File: config.mk
export PLATFORM = sky130hd
export DESIGN_NAME = cover_toggle_collector
export DESIGN_NICKNAME = d
export VERILOG_FILES = /design/src/rtl/cover_pkg.sv /design/src/rtl/cover_prio_enc.sv /design/src/rtl/cover_toggle_collector.sv
export SDC_FILE = /design/constraint.sdc
export NUM_CORES = 1
export LEC_CHECK = 0
export CORE_AREA = 2 2 142 144
export DETAILED_ROUTE_END_ITERATION = 10
export DIE_AREA = 0 0 144 146
export GPL_TIMING_DRIVEN = 0
export PLACE_DENSITY = 0.83
export SYNTH_ARGS = -nofsm -noshare
export SYNTH_HDL_FRONTEND = slang
export SYNTH_SLANG_ARGS = --single-unit
File: constraint.sdc
create_clock -name clock -period 6.65 [get_ports clock]
set_input_delay 0.665 -clock clock [delete_from_list [all_inputs] [get_ports clock]]
set_output_delay 0.665 -clock clock [all_outputs]
set_load 0.05 [all_outputs]
File: src/rtl/cover_pkg.sv
// Shared types for the toggle-cover collector: global index type and readout FSM states.
package cover_pkg;
  localparam int COVER_IDX_W = 64;
  typedef logic [COVER_IDX_W-1:0] cover_idx_t;
  typedef enum logic [1:0] {IDLE, SCAN, DONE} cover_dump_state_t;
endpackage

File: src/rtl/cover_prio_enc.sv
// Lowest-set-bit priority encoder: returns the index of the lowest 1 in vec and an any-set flag.
module cover_prio_enc #(
  parameter int WIDTH = 64,
  localparam int IW = (WIDTH > 1) ? $clog2(WIDTH) : 1
) (
  input  logic [WIDTH-1:0] vec,
  output logic [IW-1:0]    idx,
  output logic             any
);
  // Scanning downward lets the lowest set bit overwrite any higher one.
  always_comb begin
    idx = '0;
    any = 1'b0;
    for (int i = WIDTH - 1; i >= 0; i--) begin
      if (vec[i]) begin
        idx = IW'(i);
        any = 1'b1;
      end
    end
  end
endmodule

File: src/rtl/cover_toggle_collector.sv
// Sticky toggle-cover hit bitmap with covered count and valid/ready readout of global hit indices.
// Optional macro COVER_TOGGLE_CLEAR_ON_DUMP_EN: accepted transfers also clear the hit bit.
module cover_toggle_collector
  import cover_pkg::*;
#(
  parameter int         WIDTH       = 64,
  parameter cover_idx_t COVER_INDEX = '0,
  parameter int         COVER_TOTAL = 9715,
  localparam int        CW          = $clog2(WIDTH + 1)
) (
  input  logic                   clock,
  input  logic                   reset,
  input  logic [WIDTH-1:0]       valid,
  input  logic                   dump_start,
  output logic                   out_valid,
  input  logic                   out_ready,
  output logic [COVER_IDX_W-1:0] out_index,
  output logic                   dump_done,
  output logic [CW-1:0]          covered_count,
  output logic                   busy
);
  localparam int IW = (WIDTH > 1) ? $clog2(WIDTH) : 1;

  if ((WIDTH < 1) || (WIDTH > 64)) begin : g_width_chk
    $error("cover_toggle_collector: WIDTH must be 1..64");
  end
  if (COVER_INDEX + cover_idx_t'(WIDTH) > cover_idx_t'(COVER_TOTAL)) begin : g_bounds_chk
    $error("cover_toggle_collector: COVER_INDEX+WIDTH exceeds COVER_TOTAL");
  end

  function automatic logic [CW-1:0] popcount(input logic [WIDTH-1:0] v);
    logic [CW-1:0] c;
    c = '0;
    for (int i = 0; i < WIDTH; i++) c = c + CW'(v[i]);
    return c;
  endfunction

  // Handshake: a beat transfers on a clock edge where out_valid && out_ready; while
  // out_ready is low, out_valid stays high and out_index holds its value.
  cover_dump_state_t state_q, state_d;
  logic [WIDTH-1:0]  hit_q, hit_d;
  logic [WIDTH-1:0]  snap_q, snap_d;
  logic [CW-1:0]     count_q, count_d;

  logic [IW-1:0]     enc_idx;
  logic              enc_any;
  logic [WIDTH-1:0]  cur_onehot;
  logic [WIDTH-1:0]  snap_clr;
  logic [WIDTH-1:0]  hit_now;
  logic              accept;

  cover_prio_enc #(.WIDTH(WIDTH)) u_enc (
    .vec(snap_q),
    .idx(enc_idx),
    .any(enc_any)
  );

  always_comb begin
    cur_onehot = WIDTH'(1) << enc_idx;
    snap_clr   = snap_q & ~cur_onehot;
    hit_now    = hit_q | valid;
    accept     = out_valid && out_ready;

`ifdef COVER_TOGGLE_CLEAR_ON_DUMP_EN
    // A same-cycle re-hit of the drained bit wins over the clear.
    hit_d = (hit_q & ~(accept ? cur_onehot : '0)) | valid;
`else
    hit_d = hit_now;
`endif
    count_d = popcount(hit_d);

    state_d = state_q;
    snap_d  = snap_q;
    case (state_q)
      IDLE: begin
        if (dump_start) begin
          snap_d  = hit_now;
          state_d = (hit_now != '0) ? SCAN : DONE;
        end
      end
      SCAN: begin
        if (accept) begin
          snap_d = snap_clr;
          if (snap_clr == '0) state_d = DONE;
        end
      end
      DONE:    state_d = IDLE;
      default: state_d = IDLE;
    endcase
  end

  always_ff @(posedge clock or posedge reset) begin
    if (reset) begin
      state_q <= IDLE;
      hit_q   <= '0;
      snap_q  <= '0;
      count_q <= '0;
    end else begin
      state_q <= state_d;
      hit_q   <= hit_d;
      snap_q  <= snap_d;
      count_q <= count_d;
    end
  end

  // Outputs decode straight from flops so an async reset drops them immediately.
  assign out_valid     = (state_q == SCAN) && enc_any;
  assign out_index     = out_valid ? (COVER_INDEX + cover_idx_t'(enc_idx)) : '0;
  assign dump_done     = (state_q == DONE);
  assign busy          = (state_q != IDLE);
  assign covered_count = count_q;
endmodule

After elaboration in Yosys (flattened, before gate mapping)
Cells that the tools add are included.
- muxes and demuxes: 137
- $lt $le $gt $ge: 0
- $add $sub $neg: 63
- reductions and logical operators: 9
- eq/ne operators: 5
- divide/modulo/power cells: 0
- $mul: 0
- shift-type cells: 1
- bitwise operators: 3
- operator list (cell ; count):
    adder 7 x 1 -> 7 bit ; 57
    2-to-1 mux 6 bit ; 65
    2-to-1 mux 64 bit ; 2
    one-hot mux 64 bit (2 select lines) ; 1
    bitwise AND 64 bit ; 1
    zero test 64 bit ; 1
    2-to-1 mux 1 bit ; 64
    inverter 64 bit ; 1
    OR 64 bit ; 1
    nonzero test 64 bit ; 1
    << shifter 1 x 6 -> 64 bit (first input constant) ; 1
    2-to-1 mux 2 bit ; 4
    adder 6 x 1 -> 7 bit ; 1
    adder 5 x 1 -> 6 bit ; 1
    inequality test 2 bit (second input constant) ; 3
    AND reduction 3 bit ; 2
    adder 4 x 1 -> 5 bit ; 1
    adder 3 x 1 -> 4 bit ; 1
    one-hot mux 2 bit (2 select lines) ; 1
    nonzero test 2 bit ; 2
    adder 2 x 1 -> 3 bit ; 1
    adder 1 x 1 -> 2 bit ; 1
    equality test 2 x 1 -> 1 bit (second input constant) ; 1
    equality test 2 bit (second input constant) ; 1
    2 further kinds ; 3
- bits of input ports: 68
- bits in read-only memories: 0
- latch bits: 0
- memories: 0
- output and inout port bits: 74
- RAM bits: 0
- bits in registers: 137

Longest topological paths before layout
- depth after elaboration: 71
- gate-level depth with buffers: 24
- mapped depth without buffers: 24

By module
Synthesis repeated with hierarchy kept, for this count alone.
- cell total of the unflattened synthesis: 957
- area, all modules: 8843.5 um^2
- by module, submodules not included (module ; area each (um^2) ; cells each ; sequential area each (um^2) ; instances):
    cover_toggle_collector ; 8080.2 ; 817 ; 3428.3 ; 1
    cover_prio_enc ; 763.2 ; 140 ; 0.0 ; 1

Worst setup path after synthesis
No wires, ideal clock.
- path kind: input-to-reg
- start: in valid[63]
- end: reg count_q[6], in the netlist covered_count[6]
- path buffers: 0
- data required time: 6.532 ns
- data arrival time: 6.403 ns
- setup time: 0.118 ns
- slack: 0.129 ns
- cell stages on the path: 23
- cell sequence: or2_2 > fa_1 > inv_1 > fa_1 > inv_1 > fa_1 > inv_1 > fa_1 > inv_1 > fa_1 > inv_1 > fa_1 > inv_1 > fa_1 > fa_1 > ha_1 > inv_1 > fa_1 > inv_1 > a21o_1 > a21oi_1 > o21bai_1 > a21o_1
- cells in the longest elaborated chain, start to end: 2
- RTL lines (what ; line ; text):
    from (decl) ; cover_toggle_collector.sv:13 ; input logic [WIDTH-1:0] valid,
    OR 64 bit ; cover_toggle_collector.sv:61 ; hit_now = hit_q | valid;
    adder 7 x 1 -> 7 bit ; cover_toggle_collector.sv:34 ; for (int i = 0; i < WIDTH; i++) c = c + CW'(v[i]);
    via count_d[6] ; cover_toggle_collector.sv:43 ; logic [CW-1:0] count_q, count_d;
    to (signal assigned) ; cover_toggle_collector.sv:102 ; count_q <= count_d;
    to (decl) ; cover_toggle_collector.sv:43 ;
The timed path passes the listed nets, and every way through them passes these cells.
A chain may end at the register's enable or synchronous reset.

Worst setup path after layout
- start: in valid[3]
- end: reg count_q[6], in the netlist covered_count[6]
- cells in the longest elaborated chain, start to end: 62
- RTL lines (what ; line ; text):
    OR 64 bit ; cover_toggle_collector.sv:61 ;
    via hit_d[3] ; cover_toggle_collector.sv:41 ; logic [WIDTH-1:0] hit_q, hit_d;
    adder 3 x 1 -> 4 bit ; cover_toggle_collector.sv:34 ;
    adder 4 x 1 -> 5 bit ; cover_toggle_collector.sv:34 ;
    adder 5 x 1 -> 6 bit ; cover_toggle_collector.sv:34 ;
    adder 6 x 1 -> 7 bit ; cover_toggle_collector.sv:34 ;
    adder 7 x 1 -> 7 bit (57 in series) ; cover_toggle_collector.sv:34 ;
    via count_d[6] ; cover_toggle_collector.sv:43 ;
The timed path passes the listed nets, and every way through them passes these cells.

==> out/results.ini <==
[routing]
drt-initial-drc-count = 1312
routed_wl_mm = 43.2
drt-vias-per-instance = 6.39
antenna_left = 0
drc = 0
post_drt_wl_per_cell_microns = 28.1
dr.pass1.iters = 6
vias = 9828

[cts]
clkSinkCount = 137
cts_htree_levels = 4
clk_latency_ps = 440
clkTransAtPathRegs_ps = 70
cts_buffers = 17
cts_root_buf = clkbuf_16
cts_buffer_depth = 2
cts_tree = done
holdBufCountCts = 0

[setup_path]
cp_top_family = adder cells
startpoint = valid[3]
critical_path_class = input pin to flop
critPathMaxFanout = 3
worstSetupStartpointType = input pin
worstSetupPathDepth = 20
max_stage_delay_ps = 550
path_buf_inv = 5
r2r_start = hit_q[49]
reg2reg_depth = 21
slowest_stage = fa_1
crit_path_end_kind = flop
arrival_ps = 6870
crit_path_cell_trace = clkdlybuf4s50_1, or2_4, fa_1, inv_1, fa_1, fa_1, fa_1, fa_1, fa_1, inv_2, fa_1, fa_1, ha_2, inv_2, fa_2, inv_2, a21o_1, a21oi_2, o21bai_1, a21o_1
critPathMostFrequentCell = fa_1
cp.required_ps = 7030

[power_and_ir_drop]
ir_drop_mv = 0.229
p_int_mw = 1.84
switching_share_pct = 46.3
p_total_mw = 3.42
clkPwrFrac_pct = 28.9
p_seq_share_pct = 32.4
powerDensity_mw_per_mm2 = 283
p_comb_share_pct = 38.7
p_sw_mw = 1.58
leakage_nw = 4.80

[sta]
period_share_pct = 97.5
finalHoldViolCount = 0
setup_violations = 0
worst-slew-pin-transition_ps = 1250
max_slew_margin_pct = 15.8
period_needed_ps = 6490
finClkSkew_ps = 10.3
slew_viol_final = 0
fmax_ghz = 0.154
setup-tns-final_ps = 0

[placed_design]
io_buffers = 83
place_congestion = 1.03
hpwl_mm = 32.6

[floorplan]
pin_count = 142
die-area_sq_mm = 0.0210
fp.dieW_microns = 144
num_rows = 51
start_util_pct = 50.7
core_sq_mm = 0.0193
die_h_microns = 146

[final_layout]
layout-drive-gt1-share_pct = 16.8
synthToLayoutAreaGrowth_pct = 23.3
post-route-util_pct = 62.6
nets = 1397
diodes = 0

[grt]
grt_remaining_overflow = 0
grt_first_pass_wirelength_mm = 60.9
grt_pass1_vias = 9560
antenna_found_initial = 0
gr-usage-all-layers_pct = 40.4
grt_max_degree = 95

[yosys]
synth_seq_cells = 137
syn_area_per_cell_sq_um = 9.07
synthFlopType = dfrtp_1
synth_warnings = 0
syn_inst = 1081
synth_edf_count = 0
synth.largest_area_cell = dfrtp_1
synth_cell_types = 82
synth.cell_area_sq_mm = 0.00981
synth_top_cell_area_share_pct = 34.9
synthTopCellsByArea = dfrtp_1 (35%), fa_1 (11%), buf_4 (4.5%), o21ai_0 (4.4%), inv_1 (3.8%)
seq_area_frac_synth_pct = 34.9
ys_async_sr_fraction_pct = 100

[flow_run]
maxCapViolCount = 0

[run_status]
outcome = completed

[hold_path]
hold_path_depth = 1
min-delay-start = hit_q[0]
hold_class = flop to flop

[layer usage]
metal | GRT usage [%] | wire length, microns
met5 | 0 | 0
met1 | 53.8 | 16200
met2 | 60.1 | 19300
met4 | 26.1 | 3280
met3 | 8.03 | 4370
[through the flow]
stage	cell area, sq um	setup slack [ps]	hold slack, ps	instances
after global routing	12100	-3.63	535	1537
final	12100	164	513	1537
after detailed placement	11200	-679	497	1487
after floorplan	10000	129	441	1138
after CTS	11900	1.60	514	1520
after global placement	11200	-560	476	1486
[cells in the final DEF, fill, tap and decap left out, types with 9 or more instances in the layout]
master / instances
a211oi_1: 9
a21o_1: 17
a21oi_1: 55
a2bb2oi_1: 10
buf_4: 77
clkbuf_1: 28
clkbuf_16: 17
clkdlybuf4s50_1: 66
conb_1: 58
dfrtp_1: 137
dlymetal6s2s_1: 16
fa_1: 51
ha_1: 15
inv_1: 88
inv_2: 10
nand2_1: 47
nand3_1: 15
nand4_1: 20
nor2_1: 90
nor3_1: 23
nor4_1: 51
o211ai_1: 14
o21ai_0: 87
o22ai_1: 10
or2_2: 32
or2_4: 25
[cell usage after synthesis (9+ instances only)]
cell and count:
a211oi_1 9, a21o_1 17, a21oi_1 57, a2bb2oi_1 10, buf_4 59, clkbuf_1 28, dfrtp_1 137, fa_1 54
ha_1 16, inv_1 99, nand2_1 47, nand3_1 15, nand4_1 20, nor2_1 94, nor3_1 23, nor4_1 51
o211ai_1 14, o21ai_0 87, o22ai_1 10, or2_2 57
[power by group through the flow]
stage | clock [mW] | combinational, mW | sequential (mW)
3_3_place_gp | 0 | 1.26 | 1.11
2_1_floorplan | 0 | 0.801 | 1.02
5_1_grt | 1.02 | 1.37 | 1.11
3_5_place_dp | 0 | 1.25 | 1.11
4_1_cts | 0.981 | 1.26 | 1.09
6_report | 0.989 | 1.32 | 1.11
[worst paths after layout]
| check | to | slack (ps) |
|---|---|---|
| max | covered_count[6] | 160 |
| min | hit_q[0] | 510 |
| max reg2reg | covered_count[6] | 190 |
| min reg2reg | hit_q[0] | 510 |
| max in group asynchronous | hit_q[56] | 5200 |
| min in group asynchronous | snap_q[24] | 610 |
[cell type report]
cell class / count / area (sq um)
timing repair buffer: 102 / 1030
tap: 265 / 332
sequential: 137 / 3430
clock buffer: 17 / 425
multi-input combinational: 806 / 5720
fill: 1530 / 7240
inverter: 100 / 380
clock inverter: 15 / 179
buffer: 95 / 599
[registers in the layout, indices dropped and copies added (netlist names)]
signal	cells
snap_q	64
covered_count	7
hit_q	64
state_q	2
[kinds of logic after synthesis]
kind of cell,synth area share (%)
AO/OA/AOI/OAI,20.8
XOR/XNOR,0.357
adder cells (fa/ha/maj),13.1
buffers and inverters,9.94
flip-flops,34.9
other,0.0382
AND/OR/NAND/NOR,20.8
[what timing repair did]
| action | in CTS | in global routing |
|---|---|---|
| endpoints found under the hold margin | 0 | 0 |
| endpoints found under the setup margin | 3 | 3 |
| gates resized for setup | 12 | 52 |
| gates cloned | 0 | 0 |
| setup buffers | 1 | 17 |
| pin swaps | 8 | 41 |
Power figures use the tool's default switching activity.
